**config.mk**
```make
export PLATFORM = sky130hd
export DESIGN_NAME = imem_fetch_sequencer_flat
export DESIGN_NICKNAME = d
export VERILOG_FILES = /design/src/rtl/imem_fetch_sequencer_if.sv /design/src/rtl/imem_fetch_sequencer.sv /design/src/flat_wrapper.sv
export SDC_FILE = /design/constraint.sdc
export NUM_CORES = 1
export LEC_CHECK = 0
export ABC_AREA = 0
export CAP_MARGIN = 30
export CORE_MARGIN = 2
export CORE_UTILIZATION = 30
export CTS_CLUSTER_SIZE = 25
export DETAILED_ROUTE_END_ITERATION = 16
export PLACE_DENSITY = 0.59
export SYNTH_ARGS = -nofsm -noshare
export SYNTH_HDL_FRONTEND = slang
export SYNTH_SLANG_ARGS = --single-unit
export TNS_END_PERCENT = 5
```
**constraint.sdc**
```tcl
create_clock -name clk -period 4 [get_ports clk]
set_clock_uncertainty 0.1 [all_clocks]
set_input_delay 0.8 -clock clk [delete_from_list [all_inputs] [get_ports clk]]
set_output_delay 0.8 -clock clk [all_outputs]
set_load 0.03 [all_outputs]
```
**src/rtl/imem_fetch_sequencer_if.sv**
```systemverilog
// imem_fetch_sequencer_if: instruction-memory port, redirect request and decode-side handshake.
interface imem_fetch_sequencer_if;
   logic [31:0] imem_address;
   logic [31:0] imem_instruction;
   logic        redirect;
   logic [31:0] redirect_pc;
   logic        out_valid;
   logic        out_ready;
   logic [31:0] out_instruction;
   logic [31:0] out_pc;
   logic [31:0] fetch_count;
   modport master (
      output imem_address, out_valid, out_instruction, out_pc, fetch_count,
      input  imem_instruction, redirect, redirect_pc, out_ready
   );
   modport slave (
      input  imem_address, out_valid, out_instruction, out_pc, fetch_count,
      output imem_instruction, redirect, redirect_pc, out_ready
   );
endinterface

```
**src/rtl/imem_fetch_sequencer.sv**
```systemverilog
// imem_fetch_sequencer: owns the PC, fetches from combinational imem into a 2-entry FIFO drained by decode.
module imem_fetch_sequencer #(
   parameter logic [31:0] RESET_PC = 32'h0000_0000,
   parameter int          DEPTH    = 2
) (
   input logic                     clk,
   input logic                     rst_n,
   imem_fetch_sequencer_if.master  bus
);
   logic [31:0] pc;
   logic [31:0] buf_pc [2];
   logic [31:0] buf_instr [2];
   logic        wr_ptr, rd_ptr;
   logic [1:0]  occ;
   logic [31:0] fetch_count;
   logic        out_valid, deq, enq;
   assign out_valid = occ != 2'd0;
   assign deq = out_valid & bus.out_ready;
   // a full buffer still accepts a fetch when the head leaves on the same edge
   assign enq = !bus.redirect & ((occ != 2'(DEPTH)) | deq);
   always_ff @(posedge clk or negedge rst_n) begin
      if (!rst_n) begin
         pc          <= RESET_PC;
         wr_ptr      <= 1'b0;
         rd_ptr      <= 1'b0;
         occ         <= 2'd0;
         fetch_count <= '0;
         for (int i = 0; i < 2; i++) begin
            buf_pc[i]    <= '0;
            buf_instr[i] <= '0;
         end
      end else if (bus.redirect) begin
         pc     <= {bus.redirect_pc[31:2], 2'b00};
         wr_ptr <= 1'b0;
         rd_ptr <= 1'b0;
         occ    <= 2'd0;
      end else begin
         if (enq) begin
            buf_pc[wr_ptr]    <= pc;
            buf_instr[wr_ptr] <= bus.imem_instruction;
            wr_ptr            <= ~wr_ptr;
            pc                <= pc + 32'd4;
            fetch_count       <= fetch_count + 32'd1;
         end
         if (deq) rd_ptr <= ~rd_ptr;
         occ <= occ + {1'b0, enq} - {1'b0, deq};
      end
   end
   assign bus.imem_address    = pc;
   assign bus.out_valid       = out_valid;
   assign bus.out_instruction = out_valid ? buf_instr[rd_ptr] : '0;
   assign bus.out_pc          = out_valid ? buf_pc[rd_ptr] : '0;
   assign bus.fetch_count     = fetch_count;
endmodule

```
**src/flat_wrapper.sv**
```systemverilog
// flat-port wrapper written by rule: the top's interface ports become plain ports
module imem_fetch_sequencer_flat 
#(
   parameter logic [31:0] RESET_PC = 32'h0000_0000,
   parameter int          DEPTH    = 2
)
  (clk, rst_n, bus_imem_address, bus_out_valid, bus_out_instruction, bus_out_pc, bus_fetch_count, bus_imem_instruction, bus_redirect, bus_redirect_pc, bus_out_ready);
  imem_fetch_sequencer_if bus_i ();
  input logic clk;
  input logic rst_n;
  output wire logic [$bits(bus_i.imem_address)-1:0] bus_imem_address;
  output wire logic [$bits(bus_i.out_valid)-1:0] bus_out_valid;
  output wire logic [$bits(bus_i.out_instruction)-1:0] bus_out_instruction;
  output wire logic [$bits(bus_i.out_pc)-1:0] bus_out_pc;
  output wire logic [$bits(bus_i.fetch_count)-1:0] bus_fetch_count;
  input wire logic [$bits(bus_i.imem_instruction)-1:0] bus_imem_instruction;
  input wire logic [$bits(bus_i.redirect)-1:0] bus_redirect;
  input wire logic [$bits(bus_i.redirect_pc)-1:0] bus_redirect_pc;
  input wire logic [$bits(bus_i.out_ready)-1:0] bus_out_ready;
  assign bus_imem_address = bus_i.imem_address;
  assign bus_out_valid = bus_i.out_valid;
  assign bus_out_instruction = bus_i.out_instruction;
  assign bus_out_pc = bus_i.out_pc;
  assign bus_fetch_count = bus_i.fetch_count;
  assign bus_i.imem_instruction = bus_imem_instruction;
  assign bus_i.redirect = bus_redirect;
  assign bus_i.redirect_pc = bus_redirect_pc;
  assign bus_i.out_ready = bus_out_ready;
  imem_fetch_sequencer #(.RESET_PC(RESET_PC), .DEPTH(DEPTH)) u_core (.clk(clk), .rst_n(rst_n), .bus(bus_i));
endmodule
```
# == Word-level counts from Yosys, hierarchy flattened ==
# Index checks and enable logic that the tools add are counted.
# word_totals
regBits,196
inputBits,68
output_inout_bits,129
word_cells,50
# classes
addsub,4
n_lt_le_gt_ge,3
n_eq_ne,1
n_mux,19
n_bitwise,8
reduce_logical,6
# ops
op,count
two-way mux 32 bit,11
bitwise mux 64 bit,2
"adder 32 x 1 -> 32 bit, second input constant",1
"adder 32 x 3 -> 32 bit, second input constant",1
demux 32 bit (select 1 bit),1
nonzero test 2 bit,3
"greater-or-equal comparator 2 bit, second input constant",2
two-way mux 1 bit,4
inverter 1 -> 2 bit,2
inverter 1 bit,3
adder 2 x 1 -> 2 bit,1
bitwise AND 1 bit,2
"< comparator 2 x 1 -> 1 bit, second input constant",1
two-way mux 2 bit,1
"inequality test 2 bit, second input constant",1
AND reduction 2 bit,1
subtractor 2 x 1 -> 2 bit,1
logical AND 1 bit,1
zero test 1 bit,1
bitwise OR 1 bit,1

# == Longest topological paths before layout ==
# depth
word_depth,7
depth_mapped,8

# == Least setup slack after synthesis ==
# OpenSTA, ideal clock, no wires.
# synth_timing
kind,register -> output
from,reg u_core.rd_ptr
to,out bus_out_instruction[0]
arrival_ns,1.630
setup_slack_ns,1.470
path_stages_with_launch,5
path_buffers,2
path_cell_list,dfrtp_1 clkbuf_1 buf_1 mux2i_1 nor2_1
# synth_via
elab_chain_len,5
# synth_rtl
item,line_no,text
start: declaration,imem_fetch_sequencer.sv:13,"logic wr_ptr, rd_ptr;"
start signal: assignment,imem_fetch_sequencer.sv:45,if (deq) rd_ptr <= ~rd_ptr;
inverter 1 -> 2 bit (implied by the code),imem_fetch_sequencer.sv:51,assign bus.out_instruction = out_valid ? buf_instr[rd_ptr] : '0;
two-way mux 32 bit (implied by the code) (3 in a row),imem_fetch_sequencer.sv:51,
two-way mux 32 bit,imem_fetch_sequencer.sv:51,
end: declaration,flat_wrapper.sv:13,output wire logic [$bits(bus_i.out_instruction)-1:0] bus_out_instruction;
# Every way passes these cells. The select of a mux whose other input is x is not followed.

# == Worst setup path in the final report ==
# layout_timing
from,reg u_core.rd_ptr
to,out bus_out_pc[21]
# layout_via
elab_chain_len,5
# layout_rtl
item,line_no,text
inverter 1 -> 2 bit (implied by the code),imem_fetch_sequencer.sv:52,assign bus.out_pc = out_valid ? buf_pc[rd_ptr] : '0;
two-way mux 32 bit (implied by the code) (3 in a row),imem_fetch_sequencer.sv:52,
two-way mux 32 bit,imem_fetch_sequencer.sv:52,
end: declaration,flat_wrapper.sv:14,output wire logic [$bits(bus_i.out_pc)-1:0] bus_out_pc;
# Every way passes these cells. The select of a mux whose other input is x is not followed.

==> key figures <==
Finish
  • Layout Utilization: 0.4055
  • Ratio of cells with drive above 1 in the final layout: 0.1974
  • Fill count: 2860
  • Sequential Area: 4758 µm²
  • Multi-input logic area: 4083 µm²
  • Diodes inserted: 0
  • Nets: 991
  • Syn-to-layout area delta: 32.68%

GRT
  • Global route total overflow: 0
  • First-pass GRT wire length: 36670 µm
  • Vias in the first global route: 6290
  • Largest net degree at the start of global routing: 94
  • Antenna violations before repair: 2
  • GRT Total Usage: 0.1504

Timing
  • RSZ-0062 raised after global routing: false
  • Tmin final: 3.410 ns
  • Worst-Margin Slew: 0.8120 ns
  • Fmax: 293.3 MHz
  • PnR worst setup slack: 0.5905 ns
  • Final hold vios: 0
  • Setup TNS: 0 ns
  • Hold WS: 0.2930 ns
  • Slew Viols, Final: 0
  • Fin crit share: 0.8524
  • Slew Limit Headroom: 0.4586
  • Final setup vio count: 0

Logic synthesis
  • Netlist cell types: 34
  • Mean Syn Cell Area: 12.34 µm²
  • XOR/XNOR Fraction of Synth Area: 0.06172
  • Compound-gate portion of the synthesized area: 0.01488
  • Largest family of logic cells by synthesized area: multiplexers
  • Gate Count Post-Synth: 736
  • Synth Cell Area: 9081 µm²
  • Simple-gate share of the synthesized area: 0.1110
  • Synth Area in Adders: 0.005511
  • Mux contribution to synthesized area: 0.2530
  • Sequential area share after synthesis: 0.5236
  • Yosys reg bits: 190
  • Yosys warnings: 0

Setup path
  • CP Cell Sequence: buf_12 > mux2i_1 > nor2_1 > clkdlybuf4s50_1
  • CP Capture Type: primary output
  • Highest cell delay on the worst timing path: 0.85 ns
  • Critical path arrival: 2.51 ns
  • CP Class: flip-flop to primary output
  • Max FO, Critical Path: 29
  • Reg2reg setup slack: 1.59 ns
  • Crit path buffers/inverters: 2
  • Startpoint Class: flip-flop
  • Worst endpoint required time: 3.10 ns
  • Crit-path leading delay family: buffers and inverters
  • Crit-path slowest cell: dfrtp_4

Die
  • Die area: 31680 µm²
  • Die Y: 178.0 µm
  • Die width: 178.0 µm
  • Core area: 29720 µm²
  • Site row count: 63
  • Io pins: 197
  • Starting density of the core: 0.3056

Clock network
  • Hold Buf Count CTS: 0
  • Root Buffer: clkbuf_16
  • # clock sinks: 190
  • Worst-Skew Late Latency: 0.44 ns
  • CTS Buf Count: 17
  • CTS H-tree depth: 4
  • TritonCTS clock tree: built
  • CTS max path bufs: 2
  • Resized cells post-CTS: 0
  • Clock-pin transition on the worst setup and hold timing paths: 0.07 ns
  • Setup Fix Bufs, Post-CTS: 0

Pwr
  • Switching part of the total power: 0.3663
  • Comb pwr share: 0.424
  • PwrDens: 702.6 nW/µm²
  • Leak pwr: 0.004975 µW
  • Post-layout power: 8465 µW
  • VDD IR-drop max: 296.0 µV
  • Net Sw Power: 3101 µW
  • Internal power: 5364 µW
  • Clk pwr share: 0.217
  • Reg power frac: 0.359

Route
  • DR WL/cell: 17.37 µm
  • Final Routed Wirelength: 22960 µm
  • Vias: 6136
  • First-pass iteration count of the detailed router: 5
  • DR DRC count: 0
  • Antenna Nets Post-Route: 0
  • Routed vias/inst: 4.641
  • Starting DRT DRC Count: 310

Run
  • Max Cap Viol: 0

Placement
  • IO Port Bufs: 190
  • Pre-CTS WS: 0.8705 ns
  • Post-DP HPWL: 14950 µm
  • Gpl congestion: 0.7712

Min path
  • Hold Path Class: primary input to asynchronous set/reset pin

Outcome
  • Outcome: finished, final reports clean
[metal layers]
metal	track usage	vias to the layer above	share of wire
li1	-	2891	-
met1	0.2017	3067	0.46
met2	0.2297	153	0.45
met3	0.05243	21	0.080
met4	0.04235	4	0.013
met5	0	-	0.00096
[registers in the layout, summed over array words and instances, names as in the netlist]
register,cells
u_core.buf_instr,64
u_core.buf_pc,60
u_core.bus.fetch_count,32
u_core.bus.imem_address,30
u_core.occ,2
u_core.rd_ptr,1
u_core.wr_ptr,1
[cell usage after synthesis (all sizes together)]
| master | count | area, µm² |
|---|---|---|
| nor3b | 3 | 33.78 |
| mux2 | 128 | 1667 |
| nor3 | 10 | 55.05 |
| nor4 | 5 | 61.31 |
| clkbuf | 17 | 63.81 |
| and3 | 6 | 37.54 |
| nand4 | 21 | 131.4 |
| dfrtp | 190 | 4755 |
| conb | 1 | 3.750 |
| mux2i | 63 | 630.6 |
| buf | 24 | 170.2 |
| and4 | 4 | 35.03 |
| nand3 | 21 | 110.1 |
| ha | 4 | 50.05 |
| and2 | 4 | 25.02 |
| xor2 | 34 | 297.8 |
| nor2b | 1 | 6.260 |
| or3b | 1 | 8.760 |
| nor2 | 83 | 314.1 |
| o21ai | 27 | 135.1 |
| xnor2 | 30 | 262.8 |
| nand2 | 48 | 180.2 |
| and4b | 1 | 10.01 |
| inv | 10 | 37.54 |
[cells by family (layout without fill, tap and decap cells)]
kind of cell | after synthesis | after routing
AO/OA/AOI/OAI | 27 | 27
XOR/XNOR | 64 | 64
adder cells (fa/ha/maj) | 4 | 4
buffers and inverters | 51 | 244
flip-flops | 190 | 190
multiplexers | 191 | 191
other | 1 | 4
AND/OR/NAND/NOR | 208 | 208
[cell type report]
type                       instances  share of cell area
clock inverter                    13             0.01464
tap                              390             0.04050
inverter                          10            0.003115
clock buffer                      19             0.03759
multi-input combinational        498              0.3388
timing repair buffer             202              0.1704
sequential                       190              0.3949
[worst reg2reg max path, stage by stage (launching register included)]
cell	delay (ns)
dfrtp_1	0.48
ha_1	0.31
nand3_1	0.21
nor4_4	0.59
nand4_1	0.20
xnor2_1	0.17
mux2_2	0.26
[path summary, 6_finish.rpt]
kind,startpoint,endpoint,depth (start not counted)
worst max register to register,u_core.bus.imem_address[2],u_core.bus.imem_address[22],6
min in group clk,u_core.bus.fetch_count[31],u_core.bus.fetch_count[31],1
worst min-delay path,rst_n,u_core.buf_instr[3],1
worst min register to register,u_core.bus.fetch_count[31],u_core.bus.fetch_count[31],1
worst max-delay path,u_core.rd_ptr,bus_out_pc[21],4
max in group asynchronous,rst_n,u_core.buf_pc[45],2
[layout by cell type (no fill, tap or decap), types with 2 or more instances in the layout]
cell             count
buf_4                7
o21ai_0             26
mux2_2              68
xor2_1              34
nand2_1             48
and2_1               3
nor4_1               3
nand4_1             21
clkdlybuf4s50_1    188
conb_1               4
inv_1               10
clkbuf_16           17
buf_12               5
nor3b_1              2
and3_1               6
and4_1               4
inv_6                5
bufinv_16            3
nor2_1              81
nand3_1             20
clkbuf_8             3
clkinv_4             4
ha_1                 4
mux2_4              60
dfrtp_1            189
nor4_4               2
nor3_1               9
mux2i_1             63
xnor2_1             30
[through the flow]
stage	cell area (µm²)	std cells
floorplan	9092	739
global placement	11420	1290
detailed placement	11420	1290
CTS	12050	1322
global route	12050	1322
finish	12050	1322
[power by group through the flow]
| stage | sequential (µW) | combinational, µW | clock (µW) |
|---|---|---|---|
| finish | 3040 | 3590 | 1840 |
| floorplan | 3020 | 2320 | 0 |
| detailed placement | 3070 | 3640 | 0 |
| CTS | 3050 | 3650 | 1900 |
| global route | 3140 | 3840 | 1980 |
| global placement | 3060 | 3600 | 0 |
Power figures use the tool's default switching activity.
